**config.mk**
```make
export PLATFORM = sky130hd
export DESIGN_NAME = day01_cmd_sequencer
export DESIGN_NICKNAME = d
export VERILOG_FILES = /design/src/rtl/day01_cmd_sequencer.sv
export SDC_FILE = /design/constraint.sdc
export NUM_CORES = 1
export LEC_CHECK = 0
export CELL_PAD_IN_SITES_DETAIL_PLACEMENT = 1
export CELL_PAD_IN_SITES_GLOBAL_PLACEMENT = 1
export CORE_ASPECT_RATIO = 0.7
export CORE_UTILIZATION = 45
export DETAILED_ROUTE_END_ITERATION = 16
export PLACE_DENSITY_LB_ADDON = 0.05
export SKIP_CTS_REPAIR_TIMING = 1
export SYNTH_ARGS = -nofsm -noshare
export SYNTH_HDL_FRONTEND = slang
export SYNTH_SLANG_ARGS = --single-unit
```
**constraint.sdc**
```tcl
create_clock -name clk -period 6.83 [get_ports clk]
set_clock_uncertainty 0.15 [all_clocks]
set_input_delay 1.0245 -clock clk [delete_from_list [all_inputs] [get_ports clk]]
set_output_delay 1.0245 -clock clk [all_outputs]
set_load 0.01 [all_outputs]
```
**src/rtl/day01_cmd_sequencer.sv**
```systemverilog
// ASCII command parser for the day01 dial core: turns "L68\nR48\n" into {dir, steps} handshakes.
// Optional `DAY01_CRLF_EN: accept and ignore '\r' so CRLF-terminated input parses cleanly.
module day01_cmd_sequencer #(
  parameter int unsigned STEP_W = 32,
  parameter int unsigned CNT_W  = 32
) (
  input  logic              clk,
  input  logic              rst,
  input  logic              in_valid,
  input  logic [7:0]        in_data,
  input  logic              in_last,
  output logic              in_ready,
  output logic              cmd_valid,
  output logic              cmd_dir,
  output logic [STEP_W-1:0] cmd_steps,
  input  logic              cmd_ready,
  output logic [CNT_W-1:0]  cmd_count,
  output logic              ovf,
  output logic              err,
  output logic              done
);

`ifdef DAY01_CRLF_EN
  localparam bit CRLF_EN = 1'b1;
`else
  localparam bit CRLF_EN = 1'b0;
`endif

  typedef enum logic [2:0] {S_DIR, S_DIGIT, S_EMIT, S_DRAIN, S_DONE, S_ERR} state_e;

  state_e              state_q, state_d;
  logic [STEP_W-1:0]   acc_q, acc_d;
  logic                ndig_q, ndig_d;
  logic                last_q, last_d;
  logic                dir_q, dir_d;
  logic [STEP_W-1:0]   steps_q, steps_d;
  logic [CNT_W-1:0]    cnt_q, cnt_d;
  logic                ovf_q, ovf_d;
  logic                in_ready_q, cmd_valid_q, done_q, err_q;

  logic                take, is_digit, is_lf, is_cr, is_dir, sat;
  logic [STEP_W+3:0]   prod;
  logic [STEP_W-1:0]   acc_nxt;

  assign take     = in_valid && in_ready_q;
  assign is_digit = (in_data >= 8'h30) && (in_data <= 8'h39);
  assign is_lf    = (in_data == 8'h0A);
  assign is_cr    = CRLF_EN && (in_data == 8'h0D);
  assign is_dir   = (in_data == 8'h4C) || (in_data == 8'h52);

  // acc*10 + digit fits in STEP_W+4 bits; any carry above STEP_W means saturation.
  assign prod    = ({4'b0000, acc_q} << 3) + ({4'b0000, acc_q} << 1)
                 + {{STEP_W{1'b0}}, in_data[3:0]};
  assign sat     = |prod[STEP_W+3:STEP_W];
  assign acc_nxt = sat ? '1 : prod[STEP_W-1:0];

  always_comb begin
    state_d = state_q;
    acc_d   = acc_q;
    ndig_d  = ndig_q;
    last_d  = last_q;
    dir_d   = dir_q;
    steps_d = steps_q;
    cnt_d   = cnt_q;
    ovf_d   = ovf_q;
    case (state_q)
      S_DIR: begin
        if (take) begin
          if (is_dir && !in_last) begin
            dir_d   = (in_data == 8'h52);
            acc_d   = '0;
            ndig_d  = 1'b0;
            last_d  = 1'b0;
            state_d = S_DIGIT;
          end else if (is_lf || is_cr) begin
            if (in_last) state_d = S_DRAIN;
          end else begin
            state_d = S_ERR;
          end
        end
      end
      S_DIGIT: begin
        if (take) begin
          if (is_digit) begin
            acc_d  = acc_nxt;
            ndig_d = 1'b1;
            if (sat) ovf_d = 1'b1;
            if (in_last) begin
              last_d  = 1'b1;
              steps_d = acc_nxt;
              state_d = S_EMIT;
            end
          end else if (is_lf || (is_cr && in_last)) begin
            if (ndig_q) begin
              last_d  = in_last;
              steps_d = acc_q;
              state_d = S_EMIT;
            end else begin
              state_d = S_ERR;
            end
          end else if (!is_cr) begin
            state_d = S_ERR;
          end
        end
      end
      S_EMIT: begin
        if (cmd_ready) begin
          cnt_d   = cnt_q + 1'b1;
          state_d = last_q ? S_DRAIN : S_DIR;
        end
      end
      S_DRAIN: begin
        if (cmd_ready) state_d = S_DONE;
      end
      default: state_d = state_q;
    endcase
  end

  // Handshake/status outputs are registered from the next state so they change with it.
  always_ff @(posedge clk or posedge rst) begin
    if (rst) begin
      state_q     <= S_DIR;
      acc_q       <= '0;
      ndig_q      <= 1'b0;
      last_q      <= 1'b0;
      dir_q       <= 1'b0;
      steps_q     <= '0;
      cnt_q       <= '0;
      ovf_q       <= 1'b0;
      in_ready_q  <= 1'b0;
      cmd_valid_q <= 1'b0;
      done_q      <= 1'b0;
      err_q       <= 1'b0;
    end else begin
      state_q     <= state_d;
      acc_q       <= acc_d;
      ndig_q      <= ndig_d;
      last_q      <= last_d;
      dir_q       <= dir_d;
      steps_q     <= steps_d;
      cnt_q       <= cnt_d;
      ovf_q       <= ovf_d;
      in_ready_q  <= (state_d == S_DIR) || (state_d == S_DIGIT);
      cmd_valid_q <= (state_d == S_EMIT);
      done_q      <= (state_d == S_DONE);
      err_q       <= (state_d == S_ERR);
    end
  end

  assign in_ready  = in_ready_q;
  assign cmd_valid = cmd_valid_q;
  assign cmd_dir   = dir_q;
  assign cmd_steps = steps_q;
  assign cmd_count = cnt_q;
  assign ovf       = ovf_q;
  assign err       = err_q;
  assign done      = done_q;

endmodule

```
==> results of run 1 <==
## metal layers
metal,track usage,vias to the layer above
met5,0,-
met4,0.0570,0
met3,0.0399,21
met2,0.443,119
met1,0.378,3153
li1,-,2997
## registers in the layout, indices dropped and copies added (netlist names)
signal and count:
acc_q 32, cmd_count 32, cmd_dir 1, cmd_steps 32, cmd_valid 1, done 1
err 1, in_ready 1, last_q 1, ndig_q 1, ovf 1, state_q 3
## where the power goes
part	internal, uW	leakage [uW]	switching [uW]
logic	69.0	0.00222	80.5
clock network	261	0.000146	277
registers	659	0.00148	22.0
total	989	0.00384	379
## logic make-up after synthesis
kind of cell               Yosys count  share of synthesized area
AOI/OAI and AO/OA                  233                      0.228
and+or+nand+nor                    264                      0.171
adders and majority gates           66                      0.117
muxes                                2                    0.00314
buffers and inverters               57                     0.0351
DFF                                107                      0.373
xor gates and xnor gates            59                     0.0721
## metrics by stage
| step | util | cells | area (sq um) | hold WS (ps) | power (uW) |
|---|---|---|---|---|---|
| floorplan | - | 788 | 7170 | 342 | 768 |
| global route | 0.542 | 1053 | 8430 | 367 | 1420 |
| finish | 0.542 | 1053 | 8430 | 332 | 1370 |
| CTS | 0.542 | 1053 | 8430 | 342 | 1380 |
| detailed placement | 0.523 | 1037 | 8130 | 327 | 843 |
| global placement | 0.523 | 1037 | 8130 | 309 | 834 |
## final cells by class
class	instances	area (sq um)	share of cell area
Multi-Input combinational cell	624	4260	0.505
Sequential cell	107	2680	0.318
Timing Repair Buffer	89	873	0.104
Tap cell	200	250	0.0297
Clock buffer	9	225	0.0267
Clock inverter	7	80.1	0.00950
Inverter	17	66.3	0.00786
## worst max-delay path, stage by stage
cell and delay [ps]:
clkdlybuf4s50_1 500, fa_1 550, ha_1 340, a211oi_1 240, o21bai_1 190, a41oi_1 410, nand2_1 110, a221oi_2 330
nor2_1 200, o31ai_4 800, buf_4 420, o211ai_1 150
## worst paths after layout
kind	from	to	slack (ps)
worst max-delay path	in_data[3]	acc_q[8]$_DFFE_PP0P_	1620
worst min-delay path	cmd_count[31]$_DFFE_PP0P_	cmd_count[31]$_DFFE_PP0P_	330
worst max register to register	acc_q[0]$_DFFE_PP0P_	acc_q[8]$_DFFE_PP0P_	2380
worst min register to register	cmd_count[31]$_DFFE_PP0P_	cmd_count[31]$_DFFE_PP0P_	330
max in group asynchronous	rst	acc_q[23]$_DFFE_PP0P_	4310
min in group asynchronous	rst	err$_DFF_PP0_	880
## placed cells by master, fill, tap and decap left out, types with 9 or more instances in the layout
| cell | netlist | final |
|---|---|---|
| nand2_1 | 109 | 109 |
| dfrtp_1 | 107 | 107 |
| clkdlybuf4s50_1 | 0 | 82 |
| nor2_1 | 68 | 68 |
| o21ai_0 | 64 | 64 |
| ha_1 | 64 | 64 |
| a21oi_1 | 37 | 36 |
| a31oi_1 | 36 | 36 |
| xnor2_1 | 35 | 35 |
| xor2_1 | 24 | 24 |
| nand3_1 | 20 | 20 |
| o211ai_2 | 20 | 20 |
| and3_1 | 17 | 17 |
| inv_1 | 17 | 16 |
| nand4_1 | 13 | 13 |
| o211ai_1 | 10 | 10 |
| a21o_1 | 9 | 9 |
| clkbuf_16 | 0 | 9 |
==> summary.txt, run 1 <==
Final layout
  – # fillers: between 1,500 and 2,000
  – Fin nets: roughly 900
  – Antenna diodes: 0
  – Fraction of layout cells with a size suffix above 1: 0.0703
  – Area Growth Syn to Fin: 17.6%

Floorplanning
  – Die ar.: roughly 0.016 sq mm
  – Core box area: about 0.016 sq mm
  – Die width: about 150 microns
  – Starting Density: 0.461
  – Num ports: 83
  – Die Span Y: roughly 110 microns
  – Row Count: 38

Logic synthesis
  – Commonest cells in the netlist: nand2_1 (109), dfrtp_1 (107), nor2_1 (68)
  – Register area share after synthesis: 0.373
  – Yosys warns: 0
  – Synth top area share: 0.373
  – Primary FF master, synth: dfrtp_1
  – Mapped Area: about 0.007 sq mm
  – Synth Net Count: between 800 and 900
  – Post-synthesis async set-or-reset flop share: 1.00
  – Synth unique cells: 62
  – Most frequent cell after synthesis: nand2_1
  – Avg Inst Size Synth: between 9 and 10 sq um
  – Number of flops mapped to enable cells by yosys: 0
  – Seq cells post-synth: ~110
  – Yosys top cell by area: dfrtp_1
  – Cells after synthesis: slightly below 800
  – Synth area leaders: dfrtp_1 (37%), ha_1 (11%), nand2_1 (5.7%)

Route
  – Antenna-violating nets left: 0
  – Final WL: 21,100 microns
  – Top Layer Used: met4
  – Via/cell ratio: around 6
  – WL met3: ~800 microns
  – Vias: 6,290
  – Met2 WL: approximately 9700 microns
  – Pre-Repair DR Iteration Count: 4
  – Drt wl/cell: 20.0 microns
  – Routed met1 length: about 10,000 microns
  – Residual DRC: 0
  – DR iter-0 viols: ~280

GRT
  – Largest net degree at the start of global routing: between 70 and 80
  – First-pass GRT wire length: 35,300 microns
  – Number of global-route vias before repair: 6,545
  – Gr usage total: 0.270
  – Total gr overflow: 0
  – Initial antenna violation count: 0

Placement
  – Dpl ws: 1290 ps
  – Dpl hpwl: 15,200 microns
  – Final RePlAce weighted congestion: between 0.9 and 1
  – I/O Buffers: 82

STA
  – Slew margin rel.: 0.147
  – Crit share post-route: 0.763
  – Final hold vios: 0
  – Setup ws final: between 1500 and 2000 ps
  – Slew @ Worst Pin: around 1300 ps
  – RSZ-0062 raised after global routing: false
  – Maximum clock frequency: 0.192 GHz
  – Clock period minus worst slack: around 5200 ps
  – Final setup viols: 0
  – Slew Viols, Final: 0
  – Setup TNS: 0 ps

Critical path
  – Critical path capture point type: register
  – R2R depth: 11
  – CP Data Required Time: approximately 6900 ps
  – CP Max Fanout: 15
  – Critical Path Start Type: primary input
  – WP data arrival: between 5000 and 6000 ps
  – Crit path kind: in -> reg

Run status
  – Outcome: finished clean

Clocking
  – Worst skew pair latency: between 300 and 400 ps
  – Clk sinks: between 100 and 150
  – Reg clk slew, reported paths: 80 ps
  – Root buffer cell: clkbuf_16
  – CTS tree: built
  – Clk buf depth: 2
  – H-tree depth: 3
  – CTS buffer count: 9

Min path
  – Hold Path Class: reg -> reg
  – Hold path cells: 1

Power and ir drop
  – PwrDens: about 160 mW/mm^2
  – LEAKAGE: slightly below 0.004 uW
  – Worst vdd ir: ~0.00011 V

Flow run
  – Total of max-cap violations: 0
Note: power is estimated with default switching activity, not from simulation.
==> run 2: changes to the inputs <==
Settings changed: CORE_UTILIZATION 45 to 40.
Clock period 6.83 ns to 4.75 ns, I/O delays scaled along.
==> run 2 against run 1 <==
Effect of this change:
- utilization down 5.1 points
- die area is 12% higher
- critical path depth is 1 higher
- setup slack worse by 1100 ps
- sequential cell count unchanged
- global-route usage down 3.6 points
- count of clock-buffer cells in the layout unchanged
- routed wire length down 3.8%
- first-iteration DRC count shrank 16%
- via count decreased by 0.56%
- power increased by 41%
- combinational power grew 41%
- critical path type unchanged
- critical endpoint is now acc_q[30]$_DFFE_PP0P_
- largest cell class unchanged
- largest power group unchanged
==> summary.txt, run 2 (synthesis results as in run 1) <==
Run status
  – Outcome: finished clean

Min path
  – Hold_sp: ovf$_DFFE_PP0P_
  – Hold Path Class: reg -> reg
  – Hold Path End: ovf$_DFFE_PP0P_
  – Hold path cells: 1

GRT
  – First-pass GRT wire length: ~34,000 microns
  – Initial antenna violation count: 0
  – Number of global-route vias before repair: 6,527
  – Met3 Resource Use GR: 0.0400
  – Gr usage total: 0.234
  – Busiest grt layer: met2
  – Met1 GRT Util: 0.332
  – Total gr overflow: 0
  – Met2 usage: 0.369
  – Largest net degree at the start of global routing: 82

Final layout
  – Most common cell after layout, fill and taps aside: nand2_1
  – Most frequent cells in the layout: nand2_1 (109), dfrtp_1 (107), clkdlybuf4s50_1 (82)
  – Area Growth Syn to Fin: 18.9%
  – Fin nets: 931
  – Fraction of layout cells with a size suffix above 1: 0.0736
  – Antenna diodes: 0

STA
  – Slew margin rel.: 0.311
  – Crit share post-route: 0.883
  – Final setup viols: 0
  – Setup TNS: 0 ps
  – Slew Viols, Final: 0
  – Slew @ Worst Pin: roughly 1000 ps
  – Final hold vios: 0
  – Clock period minus worst slack: roughly 4200 ps
  – Maximum clock frequency: 0.238 GHz
  – RSZ-0062 raised after global routing: false

Floorplanning
  – Starting Density: 0.413
  – Num ports: between 80 and 90
  – Die width: about 160 microns
  – Core box area: 0.0174 sq mm
  – Die ar.: between 0.015 and 0.02 sq mm
  – Die Span Y: 114 microns
  – Row Count: 40

Flow run
  – Total of max-cap violations: 0

Critical path
  – CP Data Required Time: about 4800 ps
  – Critical Path Start Type: primary input
  – WP data arrival: 4270 ps
  – CP Max Fanout: 15
  – R2R depth: 11
  – Reg2reg start: acc_q[19]$_DFFE_PP0P_
  – R2R Setup Slk: 1000 ps
  – Crit Reg-Reg Endpoint: acc_q[30]$_DFFE_PP0P_
  – Crit path kind: in -> reg
  – Critical path capture point type: register

Route
  – Residual DRC: 0
  – Vias: roughly 6,300
  – Antenna-violating nets left: 0
  – Pre-Repair DR Iteration Count: 4
  – Via/cell ratio: about 5.8
  – DR iter-0 viols: 237
  – Drt wl/cell: approximately 19 microns
  – Final WL: approximately 20,000 microns

Power and ir drop
  – LEAKAGE: between 0.003 and 0.004 uW
  – Pwr Total: 1930 uW
  – PwrDens: 227 mW/mm^2
  – Worst vdd ir: 0.000138 V

Clocking
  – Root buffer cell: clkbuf_16
  – Reg clk slew, reported paths: roughly 70 ps
  – Clk sinks: around 110
  – H-tree depth: 3
  – CTS tree: built
  – Clk buf depth: 2
  – CTS buffer count: 9
  – Worst skew pair latency: roughly 360 ps

Placement
  – Dpl hpwl: roughly 15,000 microns
  – I/O Buffers: 82
  – Final RePlAce weighted congestion: 0.868
==> run 2: how the worst max path moves through the flow <==
stage	cells past startpoint	slack [ps]	to	start
finish	13	550	acc_q[30]$_DFFE_PP0P_	in_data[3]
CTS	13	560	acc_q[30]$_DFFE_PP0P_	in_data[3]
global route	12	290	cmd_steps[22]$_DFFE_PP0P_	in_data[3]
detailed placement	13	200	acc_q[29]$_DFFE_PP0P_	in_data[3]
floorplan	12	970	acc_q[12]$_DFFE_PP0P_	in_data[3]
global placement	13	310	acc_q[28]$_DFFE_PP0P_	in_data[3]
==> run 2: worst max-delay path: stages <==
cell and delay [ps]:
clkdlybuf4s50_1 500, fa_1 610, inv_1 80, fa_1 460
nor2b_1 180, o2111ai_1 180, a2111o_1 480, nand4_1 130
and3_4 200, o22ai_4 90, o31ai_4 310, buf_12 210
o211ai_1 110
==> run 2: power by group <==
part | internal, uW | switching (uW)
sequential | 948 | 32.6
combinational | 99.0 | 113
clock | 366 | 375
==> run 2: per-stage QoR <==
| stage | std cells | hold WS (ps) | worst slack [ps] | area [sq um] | utilization |
|---|---|---|---|---|---|
| 6_report | 1087 | 325 | 554 | 8530 | 0.491 |
| 2_1_floorplan | 788 | 342 | 971 | 7170 | - |
| 3_5_place_dp | 1072 | 312 | 199 | 8250 | 0.475 |
| 3_3_place_gp | 1072 | 308 | 308 | 8250 | 0.475 |
| 5_1_grt | 1087 | 348 | 286 | 8530 | 0.491 |
| 4_1_cts | 1087 | 330 | 556 | 8530 | 0.491 |
==> run 2: final cells by class <==
cell class | count | area [sq um]
fill | 2032 | 8840
multi-input combinational | 624 | 4260
sequential | 107 | 2680
timing repair buffer | 93 | 953
tap | 231 | 289
clock buffer | 9 | 225
inverter | 17 | 66.3
clock inverter | 6 | 58.8
==> run 2: routing by layer <==
metal  routed length, microns  vias to the layer above
met5                        0                        -
met4                      272                        0
met3                      705                       21
met2                     8990                      107
met1                    10300                     3136
li1                         -                     2991
